--- config.mk ---
export PLATFORM = sky130hd
export DESIGN_NAME = multicycle_cpu
export DESIGN_NICKNAME = d
export VERILOG_FILES = /design/src/rtl/cpu_mc_pkg.sv /design/src/rtl/cpu_mc_regfile.sv /design/src/rtl/multicycle_cpu.sv
export SDC_FILE = /design/constraint.sdc
export NUM_CORES = 1
export LEC_CHECK = 0
export BUFFER_PORTS_ARGS = -buffer_cell sky130_fd_sc_hd__buf_2
export CAP_MARGIN = 0
export CORE_UTILIZATION = 48
export DETAILED_ROUTE_END_ITERATION = 8
export GPL_TIMING_DRIVEN = 1
export PLACE_DENSITY = 0.73
export REMOVE_ABC_BUFFERS = 1
export SLEW_MARGIN = 0
export SYNTH_ARGS = -nofsm -noshare
export SYNTH_HDL_FRONTEND = slang
export SYNTH_SLANG_ARGS = --single-unit
--- constraint.sdc ---
create_clock -name CLK -period 4.2 [get_ports CLK]
set_input_delay 0.21 -clock CLK [delete_from_list [all_inputs] [get_ports CLK]]
set_output_delay 0.21 -clock CLK [all_outputs]
set_load 0.05 [all_outputs]
--- src/rtl/cpu_mc_pkg.sv ---
// Shared definitions for the multicycle CPU: FSM states, opcodes and
// instruction field positions.
package cpu_mc_pkg;

  typedef enum logic [1:0] {
    ST_FETCH = 2'd0,
    ST_EXEC  = 2'd1,
    ST_MEM   = 2'd2,
    ST_TRAP  = 2'd3
  } state_e;

  typedef enum logic [7:0] {
    OP_LOADI = 8'h00,
    OP_MOV   = 8'h01,
    OP_ADD   = 8'h02,
    OP_SUB   = 8'h03,
    OP_AND   = 8'h04,
    OP_OR    = 8'h05,
    OP_J     = 8'h06,
    OP_BEQ   = 8'h07,
    OP_LWD   = 8'h08,
    OP_LWI   = 8'h09,
    OP_SWD   = 8'h0A,
    OP_SWI   = 8'h0B,
    OP_SLL   = 8'h0C,
    OP_SRL   = 8'h0D,
    OP_SRA   = 8'h0E,
    OP_ROR   = 8'h0F,
    OP_BNE   = 8'h10
  } opcode_e;

  // Bit positions of the four byte-wide instruction fields.
  localparam int FIELD_W = 8;
  localparam int OPC_LSB = 24;
  localparam int DST_LSB = 16;
  localparam int RT_LSB  = 8;
  localparam int RS_LSB  = 0;

  function automatic int reg_idx_w(input int reg_cnt);
    return (reg_cnt > 1) ? $clog2(reg_cnt) : 1;
  endfunction

  function automatic logic op_is_mem(input logic [7:0] op);
    return (op == OP_LWD) || (op == OP_LWI) || (op == OP_SWD) || (op == OP_SWI);
  endfunction

  function automatic logic op_is_load(input logic [7:0] op);
    return (op == OP_LWD) || (op == OP_LWI);
  endfunction

endpackage

--- src/rtl/cpu_mc_regfile.sv ---
// Register file: two asynchronous read ports, one synchronous write port,
// all registers cleared by the asynchronous active-low reset.
module cpu_mc_regfile
  import cpu_mc_pkg::*;
#(
  parameter  int DATA_W  = 8,
  parameter  int REG_CNT = 8,
  localparam int IDX_W   = reg_idx_w(REG_CNT)
) (
  input  logic              clk_i,
  input  logic              rst_ni,
  input  logic              we_i,
  input  logic [IDX_W-1:0]  waddr_i,
  input  logic [DATA_W-1:0] wdata_i,
  input  logic [IDX_W-1:0]  raddr_a_i,
  output logic [DATA_W-1:0] rdata_a_o,
  input  logic [IDX_W-1:0]  raddr_b_i,
  output logic [DATA_W-1:0] rdata_b_o
);

  logic [DATA_W-1:0] regs_q [REG_CNT];

  always_ff @(posedge clk_i or negedge rst_ni) begin
    if (!rst_ni) begin
      for (int i = 0; i < REG_CNT; i++) begin
        regs_q[i] <= '0;
      end
    end else if (we_i) begin
      regs_q[waddr_i] <= wdata_i;
    end
  end

  assign rdata_a_o = regs_q[raddr_a_i];
  assign rdata_b_o = regs_q[raddr_b_i];

endmodule

--- src/rtl/multicycle_cpu.sv ---
// Multicycle CPU core: FETCH -> EXEC -> (MEM) -> FETCH, with a TRAP state
// entered on any undefined opcode.
module multicycle_cpu
  import cpu_mc_pkg::*;
#(
  parameter int DATA_W  = 8,
  parameter int REG_CNT = 8
) (
  input  logic              CLK,
  input  logic              RESET,
  output logic [31:0]       INSTR_ADDR,
  output logic              INSTR_READ,
  input  logic [31:0]       INSTR_DATA,
  input  logic              INSTR_BUSYWAIT,
  output logic [DATA_W-1:0] DATA_ADDR,
  output logic [DATA_W-1:0] DATA_WDATA,
  output logic              DATA_READ,
  output logic              DATA_WRITE,
  input  logic [DATA_W-1:0] DATA_RDATA,
  input  logic              DATA_BUSYWAIT,
  output logic              TRAP
);

  localparam int IDX_W = reg_idx_w(REG_CNT);

  state_e            state_q, state_d;
  logic [31:0]       pc_q, pc_d;
  logic [31:0]       ir_q, ir_d;
  logic [DATA_W-1:0] maddr_q, maddr_d;
  logic [DATA_W-1:0] mwdata_q, mwdata_d;

  logic [7:0]        opcode, off8, imm8;
  logic [IDX_W-1:0]  dest_idx, rt_idx, rs_idx;
  logic [DATA_W-1:0] rt_val, rs_val, alu_res, wr_data;
  logic              wr_en, op_legal, op_mem, op_load, op_writes, br_taken;
  logic [31:0]       pc_plus4, br_target;
  logic [31:0]       shamt, rot_amt;
  logic [2*DATA_W-1:0]      rot_full;
  logic signed [DATA_W-1:0] sra_res;
  logic              unused_rt_hi;

  // Instruction field decode
  assign opcode   = ir_q[OPC_LSB +: FIELD_W];
  assign off8     = ir_q[DST_LSB +: FIELD_W];
  assign imm8     = ir_q[RS_LSB  +: FIELD_W];
  assign dest_idx = ir_q[DST_LSB +: IDX_W];
  assign rt_idx   = ir_q[RT_LSB  +: IDX_W];
  assign rs_idx   = ir_q[RS_LSB  +: IDX_W];
  assign unused_rt_hi = ^ir_q[RT_LSB +: FIELD_W];

  assign op_legal  = (opcode <= OP_BNE);
  assign op_mem    = op_is_mem(opcode);
  assign op_load   = op_is_load(opcode);
  assign op_writes = opcode inside {OP_LOADI, OP_MOV, OP_ADD, OP_SUB, OP_AND, OP_OR,
                                    OP_SLL, OP_SRL, OP_SRA, OP_ROR};
  assign br_taken  = (opcode == OP_J)
                   || ((opcode == OP_BEQ) && (rt_val == rs_val))
                   || ((opcode == OP_BNE) && (rt_val != rs_val));

  assign pc_plus4  = pc_q + 32'd4;
  assign br_target = pc_plus4 + {{22{off8[7]}}, off8, 2'b00};

  cpu_mc_regfile #(
    .DATA_W  (DATA_W),
    .REG_CNT (REG_CNT)
  ) u_regfile (
    .clk_i     (CLK),
    .rst_ni    (RESET),
    .we_i      (wr_en),
    .waddr_i   (dest_idx),
    .wdata_i   (wr_data),
    .raddr_a_i (rt_idx),
    .rdata_a_o (rt_val),
    .raddr_b_i (rs_idx),
    .rdata_b_o (rs_val)
  );

  // Arithmetic shift kept in its own signed context so it really sign-fills.
  assign shamt    = 32'(imm8);
  assign rot_amt  = shamt % 32'(DATA_W);
  assign rot_full = {rt_val, rt_val} >> rot_amt;
  assign sra_res  = $signed(rt_val) >>> shamt;

  always_comb begin
    alu_res = '0;
    case (opcode)
      OP_LOADI: alu_res = DATA_W'(imm8);
      OP_MOV:   alu_res = rs_val;
      OP_ADD:   alu_res = rt_val + rs_val;
      OP_SUB:   alu_res = rt_val - rs_val;
      OP_AND:   alu_res = rt_val & rs_val;
      OP_OR:    alu_res = rt_val | rs_val;
      OP_SLL:   alu_res = (shamt >= 32'(DATA_W)) ? '0 : (rt_val << shamt);
      OP_SRL:   alu_res = (shamt >= 32'(DATA_W)) ? '0 : (rt_val >> shamt);
      OP_SRA:   alu_res = $unsigned(sra_res);
      OP_ROR:   alu_res = rot_full[DATA_W-1:0];
      default:  alu_res = '0;
    endcase
  end

  // FSM: state register
  always_ff @(posedge CLK or negedge RESET) begin
    if (!RESET) begin
      state_q <= ST_FETCH;
    end else begin
      state_q <= state_d;
    end
  end

  // FSM: next state
  always_comb begin
    state_d = state_q;
    case (state_q)
      ST_FETCH: if (!INSTR_BUSYWAIT) state_d = ST_EXEC;
      ST_EXEC: begin
        if (!op_legal)   state_d = ST_TRAP;
        else if (op_mem) state_d = ST_MEM;
        else             state_d = ST_FETCH;
      end
      ST_MEM:   if (!DATA_BUSYWAIT) state_d = ST_FETCH;
      ST_TRAP:  state_d = ST_TRAP;
      default:  state_d = ST_FETCH;
    endcase
  end

  // FSM: outputs and register-file write strobe
  always_comb begin
    INSTR_READ = 1'b0;
    DATA_READ  = 1'b0;
    DATA_WRITE = 1'b0;
    TRAP       = 1'b0;
    wr_en      = 1'b0;
    wr_data    = alu_res;
    case (state_q)
      ST_FETCH: INSTR_READ = 1'b1;
      ST_EXEC:  wr_en = op_writes;
      ST_MEM: begin
        DATA_READ  = op_load;
        DATA_WRITE = !op_load;
        if (op_load && !DATA_BUSYWAIT) begin
          wr_en   = 1'b1;
          wr_data = DATA_RDATA;
        end
      end
      ST_TRAP:  TRAP = 1'b1;
      default:  ;
    endcase
  end

  // Datapath registers: memory address/data are captured in EXEC so they stay
  // stable for however long the data memory stalls.
  always_comb begin
    ir_d     = ir_q;
    pc_d     = pc_q;
    maddr_d  = maddr_q;
    mwdata_d = mwdata_q;
    case (state_q)
      ST_FETCH: if (!INSTR_BUSYWAIT) ir_d = INSTR_DATA;
      ST_EXEC: begin
        maddr_d  = ((opcode == OP_LWD) || (opcode == OP_SWD)) ? rs_val : DATA_W'(imm8);
        mwdata_d = rt_val;
        if (op_legal && !op_mem) pc_d = br_taken ? br_target : pc_plus4;
      end
      ST_MEM:   if (!DATA_BUSYWAIT) pc_d = pc_plus4;
      default:  ;
    endcase
  end

  always_ff @(posedge CLK or negedge RESET) begin
    if (!RESET) begin
      pc_q     <= '0;
      ir_q     <= '0;
      maddr_q  <= '0;
      mwdata_q <= '0;
    end else begin
      pc_q     <= pc_d;
      ir_q     <= ir_d;
      maddr_q  <= maddr_d;
      mwdata_q <= mwdata_d;
    end
  end

  assign INSTR_ADDR = pc_q;
  assign DATA_ADDR  = maddr_q;
  assign DATA_WDATA = mwdata_q;

endmodule

Word-level counts from Yosys, hierarchy flattened
Cells that the tools add are included.

storage, ports and cells
  bits of input ports = 44
  bits in writable memories = 0
  memories kept = 0
  bits in read-only memories = 0
  latch bits = 0
  output and inout port bits = 52
  flip-flop bits (word level) = 146
  logic and storage cells = 108

operators by class
  eq/ne operators = 24
  multipliers = 0
  bitwise operators = 6
  reduce and logical (&&, ||, !) cells = 21
  add/subtract/negate cells = 4
  $lt $le $gt $ge = 6
  multiplexer cells = 30
  div/mod/pow operators = 0
  shift operators = 4

operators by type and width
  cell                                                            number
  2-to-1 mux 32 bit                                               3
  2-to-1 mux 8 bit                                                10
  one-hot mux 8 bit (10 select lines)                             1
  bitwise mux 64 bit                                              1
  == test 8 x 4 -> 1 bit, second input constant                   8
  one-hot mux 32 bit (2 select lines)                             1
  binary-select mux 8 bit (select 3 bit)                          2
  adder 32 x 3 -> 32 bit, second input constant                   1
  adder 32 bit                                                    1
  == test 8 x 3 -> 1 bit, second input constant                   4
  demux 8 bit (select 3 bit)                                      1
  == test 8 x 2 -> 1 bit, second input constant                   2
  right shift 16 x 3 -> 8 bit                                     1
  >= comparator 4 bit, second input constant                      3
  inverter 3 -> 4 bit                                             3
  nonzero test 10 bit                                             1
  adder 8 bit                                                     1
  AND 8 bit                                                       1
  == test 8 x 1 -> 1 bit, second input constant                   1
  == test 8 x 5 -> 1 bit, second input constant                   1
  == test 8 bit                                                   1
  >= comparator 8 x 4 -> 1 bit, second input constant             1
  less-or-equal comparator 8 x 5 -> 1 bit, second input constant  1
  zero test 8 bit                                                 1
  22 further kinds                                                44

Depth between registers and ports, before layout
  word-level depth = 11
  mapped depth = 18
  gate-level depth less buffers = 18

Modules after synthesis
Synthesis repeated with hierarchy kept, for this count alone.

unflattened totals
  cells, all modules = 1130
  area total of the unflattened synthesis = 10955.5 um^2

modules (own cells, without submodules)
  module          sequential area each (um^2)  cells an instance  area an instance (um^2)  times used
  multicycle_cpu  1876.8                       929                7415.9                   1
  cpu_mc_regfile  1601.5                       201                3539.6                   1

Least setup slack after synthesis
No wires, ideal clock.

  path kind = reg2reg
  start point = register pc_q[9], in the netlist INSTR_ADDR[9]
  end point = register pc_q[31], in the netlist INSTR_ADDR[31]
  period minus slack after synthesis = 3966 ps
  library setup time = 124 ps
  stages on the path, launching flop included = 17
  buffers on the path = 0
  data required time = 4076 ps
  setup slack = 234 ps
  arrival time = 3842 ps
  cell sequence = dfrtp_1 nand4_1 nor2_1 nand2_1 or3_1 xnor2_1 ha_1 a21o_1 a21o_1 a21o_1 a21oi_1 o31ai_1 o311a_1 o21ai_4 mux2i_1 mux2i_1 o21ai_1

on the way
  cells in the longest elaborated chain, start to end = 5
  elaborated cells on any way between the ends = 6
  those cells by class = add/sub (2); mux (4)

RTL lines
  what                                   RTL line               text
  from (decl)                            multicycle_cpu.sv:27   logic [31:0] pc_q, pc_d;
  from (signal assigned)                 multicycle_cpu.sv:176  pc_q <= pc_d;
  adder 32 x 3 -> 32 bit *               multicycle_cpu.sv:60   assign pc_plus4 = pc_q + 32'd4;
  adder 32 bit                           multicycle_cpu.sv:61   assign br_target = pc_plus4 + {{22{off8[7]}}, off8, 2'b00};
  2-to-1 mux 32 bit (2 in series)        multicycle_cpu.sv:162  if (op_legal && !op_mem) pc_d = br_taken ? br_target : pc_plus4;
  one-hot mux 32 bit (2 select lines) *  multicycle_cpu.sv:157  case (state_q)

Mark *: on every way between the ends. The rest lies on a longest branch, timed or not. The select of a mux whose other input is x is not followed.
A chain may end at the register's enable or synchronous reset.

Worst setup path in the final report
  start point = register pc_q[6], in the netlist INSTR_ADDR[6]
  end point = register pc_q[31], in the netlist INSTR_ADDR[31]

The elaborated chain is that of the path after synthesis.

==> flow_summary.ini <==
[run_status]
outcome = finished, final reports clean

[logic_synthesis]
synth_top_area_cell = dfrtp_1
synth.top_cell.area_share_pct = 31.43
synth_commonest_cells = 139 x dfrtp_1, 138 x nand2_1, 121 x a21oi_1
ys_ff_latch = 139
async_flop_share_pct = 100.0
yosys.cell_types.count = 88
synth_area_leaders = dfrtp_1 31%, mux4_2 7.7%, ha_1 7.2%, a21oi_1 5.5%, nand2_1 4.7%
synth.most_common_cell = dfrtp_1
syn_area_mm2 = 0.01107
synth-edff-count = 0
postSynthCellCount = 1213
avgSynthCellArea_um2 = 9.124
ys_warn_count = 0
ys_seq_area_share_pct = 31.43
ys.flop_type = dfrtp_1

[cts]
clock-sinks = 139
cts-root-buf = clkbuf_16
htreeDepth = 4
clk_pin_slew_ns = 0.06
numCtsBuffers = 17
cts_tree = yes
clockBufferDepth = 2
worstSkewPairLatency_ns = 0.44

[critical_path]
cp_slowest_stage_delay_ns = 0.44
r2r_setup_slack_ns = 0.25
startpoint = INSTR_ADDR[6]
end_kind = flop
path_cells = nand4_1 > nor2_2 > nand2_1 > or3_1 > xnor2_1 > ha_1 > a21o_1 > a21o_1 > a21o_1 > a21oi_1 > o31ai_2 > o311a_1 > o21ai_4 > mux2i_1 > mux2i_1 > o21ai_1
critPathSlowestCell = dfrtp_1
worstPathArrival_ns = 4.27
start_kind = flop
timing.rr.end = INSTR_ADDR[31]
cp_common_cell = a21o_1
r2r_cells = 16
cp_max_fo = 6
critPathKind = reg2reg
cp_data_required_time_ns = 4.52
r2r_start = INSTR_ADDR[6]

[timing]
slew_headroom_pct = 36.54
finClkSkew_ns = 0.01265
worst_pin_slew_ns = 0.9498
drv_slew = 0
setup_ws_ns = 0.2479
min_period_ns = 3.952
fin_crit_sh_pct = 94.10
setup_viol = 0
whs_ns = 0.009094
finalHoldViolCount = 0
timing.fmax_mhz = 253.0

[routing]
routed_wl_mm = 31.82
remaining_drc_errors = 0
viasPerCell = 6.110
antenna_left = 0
wl_per_cell_um = 19.73
drt_iter0_drc = 749
vias = 9855
dr.pass1.iters = 5

[placed_design]
place_ws_ns = 0.2303
place.gp.congestion = 0.9985
placed_area_mm2 = 0.01189
hpwl_mm = 23.04
placed_cells = 1568
port_buffers = 88

[die]
core_area_mm2 = 0.02264
start_util_pct = 48.88
die_w_um = 153.8
rows = 55
dieArea_mm2 = 0.02367
pin_count = 96
die_height_um = 153.8

[layout]
area_growth_pct = 14.35
fin_nets = 1424
final_area_mm2 = 0.01265
drive_gt1_share_pct = 22.25
final-seq-area_mm2 = 0.003486
instances_no_fill = 1613
n_fill_cell = 1995
multi_input_area_mm2 = 0.007109

[power_and_ir_drop]
leakage_nw = 5.527
ir_worst_vdd_uv = 585.4
power_density_mw_per_mm2 = 805.5
finalPower_w = 0.01019

[min_path]
hold_class = in2reg
hold_end = ir_q[6]
hold_path_depth = 2
hold_start = INSTR_DATA[6]

[global_routing]
antenna_found_initial = 2
grt_pass1_wl_mm = 51.89
grt_max_degree = 93
grt_pass1_vias = 9705
overflow = 0
grtUsageTotal_pct = 27.99

[flow_run]
cap_violations = 0
kinds of logic after synthesis:
| group | count (synthesis) | synth area share (%) |
|---|---|---|
| AND/OR/NAND/NOR | 384 | 16.26 |
| adder cells (fa/ha/maj) | 67 | 7.778 |
| buffers and inverters | 106 | 4.895 |
| XOR/XNOR | 57 | 4.511 |
| multiplexers | 116 | 15.94 |
| other | 1 | 0.03388 |
| AO/OA/AOI/OAI | 343 | 19.15 |
| flip-flops | 139 | 31.43 |
flip-flops by register name (all words and copies together) (netlist names):
signal            cells
DATA_WDATA            8
ir_q                 27
u_regfile.regs_q     64
INSTR_ADDR           30
state_q               2
DATA_ADDR             8
worst max-delay path by stage:
stage                     endpoint  slack, ns  cells after the start
floorplan           INSTR_ADDR[31]      -1.65                     12
global placement    INSTR_ADDR[31]       0.29                     15
detailed placement  INSTR_ADDR[31]       0.23                     15
CTS                 INSTR_ADDR[31]       0.16                     15
global route        INSTR_ADDR[31]      -0.02                     16
finish              INSTR_ADDR[31]       0.25                     16
per-stage QoR:
step / utilization (%) / TNS, ns
after floorplan: - / -29.97
after global placement: 52.53 / 0
after detailed placement: 52.53 / 0
after CTS: 55.36 / 0
after global routing: 55.88 / -0.02488
final: 55.89 / 0
cell usage in the layout (no fill, tap or decap), types with 17 or more instances in the layout:
| cell | count |
|---|---|
| nand2_1 | 138 |
| dfrtp_1 | 135 |
| a21oi_1 | 120 |
| nor2_1 | 112 |
| buf_2 | 87 |
| o21ai_0 | 82 |
| ha_1 | 63 |
| buf_4 | 53 |
| mux4_2 | 38 |
| mux2_2 | 38 |
| xnor2_1 | 36 |
| mux2i_1 | 32 |
| inv_1 | 30 |
| o21ai_1 | 27 |
| nand3_1 | 26 |
| xor2_1 | 21 |
| nand4_1 | 18 |
| clkbuf_16 | 17 |
critical path, delay by kind of cell, from the launching register on:
family          cells  cell delay, ns
mux                 2            0.45
flops               1            0.44
fa+ha+maj           1            0.29
xor+xnor            1            0.16
simple gates        4            1.02
compound gates      8            1.46
layout make-up:
cell class | instances | share of cell area [%]
Antenna cell | 2 | 0.03955
Clock buffer | 19 | 3.421
Clock inverter | 13 | 1.335
Inverter | 35 | 1.038
Multi-Input combinational cell | 969 | 56.18
Sequential cell | 139 | 27.55
Tap cell | 285 | 2.818
Timing Repair Buffer | 151 | 7.623
power breakdown:
| group | internal, W | switching (W) |
|---|---|---|
| clock | 0.000937 | 0.000636 |
| sequential | 0.00177 | 0.000579 |
| combinational | 0.00247 | 0.00381 |
| total | 0.00517 | 0.00502 |
routing by layer:
metal  vias up  part of all wire [%]  global-route usage [%]
met5         -                     0                       0
met2       353                    49                   46.36
met4         0                   2.7                   10.19
li1       4623                     -                       -
met3        62                   6.5                   5.665
met1      4817                    42                   36.25
what timing repair did:
action | in CTS | in global routing
endpoints found under the setup margin | 0 | 3
hold buffers | 4 | 4
setup buffers | 0 | 3
endpoints found under the hold margin | 93 | 4
resized for setup | 0 | 15
(Power assumes the default switching activity.)
